--- src/rtl/beat_generator_multi_pkg.sv ---
// Shared types and helpers for the multi-channel beat generator.
package beat_gen_pkg;

    // Channel run mode, written alongside the period.
    typedef enum logic {
        MODE_CONT    = 1'b0,
        MODE_ONESHOT = 1'b1
    } beat_mode_e;

    // Width of the channel-select field; never narrower than one bit.
    function automatic int chIdxWidth(input int numCh);
        return (numCh < 2) ? 1 : $clog2(numCh);
    endfunction

endpackage

--- src/rtl/beat_generator_multi_if.sv ---
// Control/status bundle of the beat generator: global enable, config write
// port, per-channel start/stop strobes and the beat/busy outputs.
interface beat_generator_multi_if
    import beat_gen_pkg::*;
#(
    parameter int WIDTH  = 10,
    parameter int NUM_CH = 4
);
    localparam int CH_W = chIdxWidth(NUM_CH);

    logic              en;
    logic              wr_en;
    logic [CH_W-1:0]   wr_ch;
    logic [WIDTH-1:0]  wr_period;
    logic              wr_oneshot;
    logic [NUM_CH-1:0] start;
    logic [NUM_CH-1:0] stop;
    logic [NUM_CH-1:0] beat;
    logic [NUM_CH-1:0] busy;

    modport master (
        output en, wr_en, wr_ch, wr_period, wr_oneshot, start, stop,
        input  beat, busy
    );

    modport slave (
        input  en, wr_en, wr_ch, wr_period, wr_oneshot, start, stop,
        output beat, busy
    );

endinterface

--- src/rtl/beat_generator_multi_channel.sv ---
// One beat channel: counter, active/shadow period and mode, busy flag and
// the registered beat pulse. Shadow values reach the active registers only
// at a wrap, a start, or immediately when the channel is idle.
module beat_channel
    import beat_gen_pkg::*;
#(
    parameter int WIDTH      = 10,
    parameter int RST_PERIOD = 999
) (
    input  logic             clk,
    input  logic             reset,
    input  logic             i_en,
    input  logic             i_load,
    input  logic [WIDTH-1:0] i_wrPeriod,
    input  logic             i_wrOneshot,
    input  logic             i_start,
    input  logic             i_stop,
    output logic             o_beat,
    output logic             o_busy
);

    localparam logic [WIDTH-1:0] RST_P = WIDTH'(RST_PERIOD);

    logic [WIDTH-1:0] r_count;
    logic [WIDTH-1:0] r_period;
    logic [WIDTH-1:0] r_shadow;
    beat_mode_e       r_mode;
    beat_mode_e       r_shadowMode;
    logic             r_busy;
    logic             r_beat;

    logic [WIDTH-1:0] w_nextShadow;
    beat_mode_e       w_nextShadowMode;
    logic             w_wrap;

    // Shadow values as they will be after this edge, so a write in the same
    // cycle as a start or wrap is picked up directly (write-through).
    always_comb begin
        w_nextShadow     = i_load ? i_wrPeriod : r_shadow;
        w_nextShadowMode = i_load ? beat_mode_e'(i_wrOneshot) : r_shadowMode;
        w_wrap           = r_busy && i_en && (r_count == r_period);
    end

    // Channel state: stop beats start beats wrap/advance; a one-shot wrap,
    // or a wrap that switches the channel into one-shot, is the last beat.
    always_ff @(posedge clk or negedge reset) begin
        if (!reset) begin
            r_count      <= '0;
            r_period     <= RST_P;
            r_shadow     <= RST_P;
            r_mode       <= MODE_CONT;
            r_shadowMode <= MODE_CONT;
            r_busy       <= 1'b1;
            r_beat       <= 1'b0;
        end else begin
            r_shadow     <= w_nextShadow;
            r_shadowMode <= w_nextShadowMode;
            if (i_stop) begin
                r_busy  <= 1'b0;
                r_count <= '0;
                r_beat  <= 1'b0;
            end else if (i_start) begin
                r_busy   <= 1'b1;
                r_count  <= '0;
                r_period <= w_nextShadow;
                r_mode   <= w_nextShadowMode;
                r_beat   <= 1'b0;
            end else if (!r_busy) begin
                r_count <= '0;
                r_beat  <= 1'b0;
                if (i_load) begin
                    r_period <= i_wrPeriod;
                    r_mode   <= beat_mode_e'(i_wrOneshot);
                end
            end else if (w_wrap) begin
                r_count  <= '0;
                r_beat   <= 1'b1;
                r_period <= w_nextShadow;
                r_mode   <= w_nextShadowMode;
                if (r_mode == MODE_ONESHOT || w_nextShadowMode == MODE_ONESHOT) begin
                    r_busy <= 1'b0;
                end
            end else if (i_en) begin
                r_count <= r_count + 1'b1;
                r_beat  <= 1'b0;
            end else begin
                r_beat <= 1'b0;
            end
        end
    end

    assign o_beat = r_beat;
    assign o_busy = r_busy;

endmodule

--- src/rtl/beat_generator_multi.sv ---
// Multi-channel programmable beat generator: NUM_CH independent channels
// sharing clock and global enable, configured through one write port.
module beat_generator_multi
    import beat_gen_pkg::*;
#(
    parameter int WIDTH      = 10,
    parameter int NUM_CH     = 4,
    parameter int RST_PERIOD = 999
) (
    input logic                   clk,
    input logic                   reset,
    beat_generator_multi_if.slave bus
);

    localparam int CH_W = chIdxWidth(NUM_CH);

    logic [NUM_CH-1:0] w_load;
    logic [NUM_CH-1:0] w_beat;
    logic [NUM_CH-1:0] w_busy;

    // Decode the write target; an out-of-range channel matches nothing.
    always_comb begin
        w_load = '0;
        for (int i = 0; i < NUM_CH; i++) begin
            w_load[i] = bus.wr_en && (bus.wr_ch == CH_W'(i));
        end
    end

    for (genvar gi = 0; gi < NUM_CH; gi++) begin : g_ch
        beat_channel #(
            .WIDTH      (WIDTH),
            .RST_PERIOD (RST_PERIOD)
        ) u_channel (
            .clk         (clk),
            .reset       (reset),
            .i_en        (bus.en),
            .i_load      (w_load[gi]),
            .i_wrPeriod  (bus.wr_period),
            .i_wrOneshot (bus.wr_oneshot),
            .i_start     (bus.start[gi]),
            .i_stop      (bus.stop[gi]),
            .o_beat      (w_beat[gi]),
            .o_busy      (w_busy[gi])
        );
    end

    assign bus.beat = w_beat;
    assign bus.busy = w_busy;

endmodule

--- src/flat_wrapper.sv ---
// flat-port wrapper written by rule: the top's interface ports become plain ports
module beat_generator_multi_flat import beat_gen_pkg::*;
#(
    parameter int WIDTH      = 10,
    parameter int NUM_CH     = 4,
    parameter int RST_PERIOD = 999
)
  (clk, reset, bus_en, bus_wr_en, bus_wr_ch, bus_wr_period, bus_wr_oneshot, bus_start, bus_stop, bus_beat, bus_busy);
  beat_generator_multi_if #(.WIDTH(WIDTH), .NUM_CH(NUM_CH)) bus_i ();
  input logic clk;
  input logic reset;
  input wire logic [$bits(bus_i.en)-1:0] bus_en;
  input wire logic [$bits(bus_i.wr_en)-1:0] bus_wr_en;
  input wire logic [$bits(bus_i.wr_ch)-1:0] bus_wr_ch;
  input wire logic [$bits(bus_i.wr_period)-1:0] bus_wr_period;
  input wire logic [$bits(bus_i.wr_oneshot)-1:0] bus_wr_oneshot;
  input wire logic [$bits(bus_i.start)-1:0] bus_start;
  input wire logic [$bits(bus_i.stop)-1:0] bus_stop;
  output wire logic [$bits(bus_i.beat)-1:0] bus_beat;
  output wire logic [$bits(bus_i.busy)-1:0] bus_busy;
  assign bus_i.en = bus_en;
  assign bus_i.wr_en = bus_wr_en;
  assign bus_i.wr_ch = bus_wr_ch;
  assign bus_i.wr_period = bus_wr_period;
  assign bus_i.wr_oneshot = bus_wr_oneshot;
  assign bus_i.start = bus_start;
  assign bus_i.stop = bus_stop;
  assign bus_beat = bus_i.beat;
  assign bus_busy = bus_i.busy;
  beat_generator_multi #(.WIDTH(WIDTH), .NUM_CH(NUM_CH), .RST_PERIOD(RST_PERIOD)) u_core (.clk(clk), .reset(reset), .bus(bus_i));
endmodule
--- config.mk ---
export PLATFORM = sky130hd
export DESIGN_NAME = beat_generator_multi_flat
export DESIGN_NICKNAME = d
export VERILOG_FILES = /design/src/rtl/beat_generator_multi_pkg.sv /design/src/rtl/beat_generator_multi_if.sv /design/src/rtl/beat_generator_multi_channel.sv /design/src/rtl/beat_generator_multi.sv /design/src/flat_wrapper.sv
export SDC_FILE = /design/constraint.sdc
export NUM_CORES = 1
export LEC_CHECK = 0
export CELL_PAD_IN_SITES_DETAIL_PLACEMENT = 1
export CELL_PAD_IN_SITES_GLOBAL_PLACEMENT = 2
export CORE_UTILIZATION = 38
export DETAILED_ROUTE_END_ITERATION = 10
export PLACE_DENSITY_LB_ADDON = 0.12
export SYNTH_ARGS = -nofsm -noshare
export SYNTH_HDL_FRONTEND = slang
export SYNTH_SLANG_ARGS = --single-unit
--- constraint.sdc ---
create_clock -name clk -period 1.8 [get_ports clk]
set_input_delay 0.18 -clock clk [delete_from_list [all_inputs] [get_ports clk]]
set_output_delay 0.18 -clock clk [all_outputs]
set_load 0.05 [all_outputs]
==> results.json <==
{
  "initial_utilization_pct": 39.18,
  "netlist_area_mm2": 0.006824,
  "gr-total-overflow": 0,
  "layout_commonest_cell": "mux2_2",
  "ys_seq_elements": 136,
  "clockBufferDepth": 2,
  "critPathKind": "reg -> reg",
  "antenna_found_initial": 0,
  "layout_common_cells": "82 x mux2_2, 78 x buf_4, 68 x dfrtp_1, 68 x dfstp_2, 59 x xor2_1",
  "drc": 0,
  "finalPower_uw": 9338,
  "cp.arrival_ns": 2.19,
  "root_buffer": "clkbuf_16",
  "crit_family": "flip-flops",
  "synth_nets": 593,
  "coreArea_mm2": 0.01742,
  "path_clk_slew_ns": 0.06,
  "power_density_mw_per_mm2": 1039,
  "chipWidth_um": 136.0,
  "place_congestion": 0.7204,
  "peakVddDrop_mv": 0.7230,
  "numCtsBuffers": 17,
  "synthArstFlopShare_pct": 100.0,
  "synth.avg_cell_area_um2": 12.10,
  "multiInputGateArea_mm2": 0.003391,
  "first_pass_iters": 4,
  "crit_chain": "xor2_1, nor4_2, nand3_2, o22a_4, buf_12, mux2_4",
  "seq_area_frac_synth_pct": 51.12,
  "std_cell_rows": 48,
  "final_cell_area_mm2": 0.008991,
  "status": "finished with violations",
  "htreeDepth": 4,
  "setup_viol": 28,
  "critPathLaunchType": "register",
  "place_hpwl_mm": 11.42,
  "crit_required_ns": 2.10,
  "grt_pass1_vias": 5054,
  "die_h_um": 136.0,
  "synth_cells": 564,
  "ios": 33,
  "cap_violations": 0,
  "grt_max_degree": 59,
  "crit_start": "u_core.g_ch[1].u_channel.r_period[8]$_DFFE_PN1P_",
  "dieArea_mm2": 0.01850,
  "cts_tree": "yes",
  "clkLatencyLatePin_ns": 0.42,
  "rsz0062_at_grt": "true",
  "areaGrowthSynthToFinish_pct": 31.76,
  "hp-class": "in -> async",
  "final_cells": 918,
  "ys.flop_type": "dfstp_2",
  "routedWlPerCell_um": 17.65,
  "detail_route.vias_per_cell": 4.977,
  "fillers": 1804,
  "violations": "negative setup slack",
  "critical_path_buf_inv_count": 1,
  "crit_fanout": 5,
  "grt_pass1_wl_mm": 26.56,
  "final.setup.worst_slack_ns": -0.09101,
  "period_share_pct": 105.1,
  "crit-reg2reg-launch": "u_core.g_ch[1].u_channel.r_period[8]$_DFFE_PN1P_",
  "cts_sinks": 136,
  "track_usage_pct": 19.13,
  "portBuffers": 32,
  "worst_slew_pin_slew_ns": 0.5833,
  "cp_slowest_cell": "dfstp_2",
  "critical-path-max-stage-delay_ns": 0.54,
  "fmax_mhz": 528.8,
  "rr_endpoint": "u_core.g_ch[1].u_channel.r_period[4]$_DFFE_PN0P_",
  "yosys.cell_types.count": 40,
  "endpoint_kind": "register",
  "postRouteAntennaNets": 0,
  "dpl.cell_count": 876,
  "rr_worst_depth": 6,
  "synth_edf_count": 0,
  "dr.first_iter.drc_count": 151,
  "place_area_mm2": 0.008033,
  "n_antenna_cell": 0,
  "finalHoldViolCount": 0,
  "p_leak_uw": 0.003935,
  "fin_worst_skew_ns": 0.008756,
  "seq_area_mm2": 0.003488,
  "relSlewSlack_pct": 61.11,
  "drv_slew": 0,
  "yosys_warnings": 0,
  "period_minus_slack_ns": 1.891,
  "drive_above_1_share_pct": 49.35,
  "finalWirelength_mm": 16.20,
  "nets": 710,
  "place_ws_ns": -0.3591,
  "vias": 4569,
  "path_depth": 6,
  "rrSetupSlack_ns": -0.09,
  "crit_path_end": "u_core.g_ch[1].u_channel.r_period[4]$_DFFE_PN0P_"
}
==> state kept, by name (all words and copies together), names as in the netlist <==
signal	count
u_core.g_ch.u_channel.r_count	40
u_core.g_ch.u_channel.r_period	40
u_core.g_ch.u_channel.r_shadow	40
u_core.g_ch.u_channel.o_beat	4
u_core.g_ch.u_channel.o_busy	4
u_core.g_ch.u_channel.r_mode	4
u_core.g_ch.u_channel.r_shadowMode	4
==> cells by family after synthesis <==
| family | Yosys count | synth area share, % |
|---|---|---|
| adder cells (fa/ha/maj) | 4 | 0.7334 |
| multiplexers | 131 | 21.78 |
| flip-flops | 136 | 51.12 |
| AO/OA/AOI/OAI | 31 | 2.970 |
| buffers and inverters | 43 | 3.099 |
| AND/OR/NAND/NOR | 147 | 11.06 |
| XOR/XNOR | 72 | 9.241 |
==> layout make-up <==
class	count	share of cell area, %
Clock buffer	22	5.274
Clock inverter	9	1.364
Inverter	17	0.7097
Multi-Input combinational cell	385	37.71
Sequential cell	136	38.80
Tap cell	225	3.131
Timing Repair Buffer	124	13.01
==> power breakdown <==
| part | switching (µW) | internal [µW] |
|---|---|---|
| registers | 309 | 3780 |
| clock network | 1300 | 2270 |
| logic | 711 | 963 |
| total | 2320 | 7010 |
==> per-stage QoR <==
stage               setup TNS [ns]  hold slack, ns  utilization, %
finish                      -1.446          0.3063           51.62
global route                -4.968          0.3376           51.62
CTS                         -1.703          0.3237           50.11
detailed placement          -17.98          0.2108           46.12
global placement            -14.24          0.2092           46.12
floorplan                  -0.3109         -0.1156               -
==> worst min-delay path by stage <==
stage          startpoint                                              end  slack (ns)  depth (start not counted)
2_1_floorplan       reset        u_core.g_ch[0].u_channel.o_beat$_DFF_PN0_       -0.12                          0
3_3_place_gp        reset  u_core.g_ch[3].u_channel.r_count[0]$_DFFE_PN0P_        0.21                          1
3_5_place_dp        reset        u_core.g_ch[3].u_channel.o_beat$_DFF_PN0_        0.21                          1
4_1_cts             reset        u_core.g_ch[3].u_channel.o_beat$_DFF_PN0_        0.32                          2
5_1_grt             reset        u_core.g_ch[3].u_channel.o_beat$_DFF_PN0_        0.34                          2
6_report            reset        u_core.g_ch[3].u_channel.o_beat$_DFF_PN0_        0.31                          2
==> cells in the mapped netlist, types with 11 or more instances <==
cell type	number	area (µm²)
nor2_1	52	195.2
mux2i_1	21	210.2
mux2_2	100	1126
dfrtp_1	68	1702
nand2b_1	15	93.84
dfstp_2	68	1787
nand2_1	25	93.84
buf_4	11	82.58
xor2_1	62	543.0
inv_1	17	63.81
a21oi_1	15	75.07
==> what timing repair did <==
| item | in CTS | in global routing |
|---|---|---|
| setup endpoints to repair | 66 | 70 |
| resized for setup | 17 | 41 |
| endpoints found under the hold margin | 28 | 0 |
| setup buffers | 1 | 7 |
| pin swaps | 7 | 19 |
| gates cloned | 1 | 1 |
| hold buffers | 1 | 0 |
==> metal layers <==
| layer | vias to the layer above | wire length [µm] | track usage [%] |
|---|---|---|---|
| li1 | 2167 | - | - |
| met1 | 2336 | 7615 | 25.16 |
| met2 | 49 | 7987 | 30.96 |
| met3 | 17 | 398 | 4.512 |
| met4 | 0 | 200 | 6.111 |
| met5 | - | 0 | 0 |
==> worst register-to-register path: stages, from the launching register on <==
cell and delay, ns:
dfstp_2 0.54, xor2_1 0.07, nor4_2 0.31, nand3_2 0.13
o22a_4 0.30, buf_12 0.15, mux2_4 0.29
Note: power is estimated with default switching activity, not from simulation.
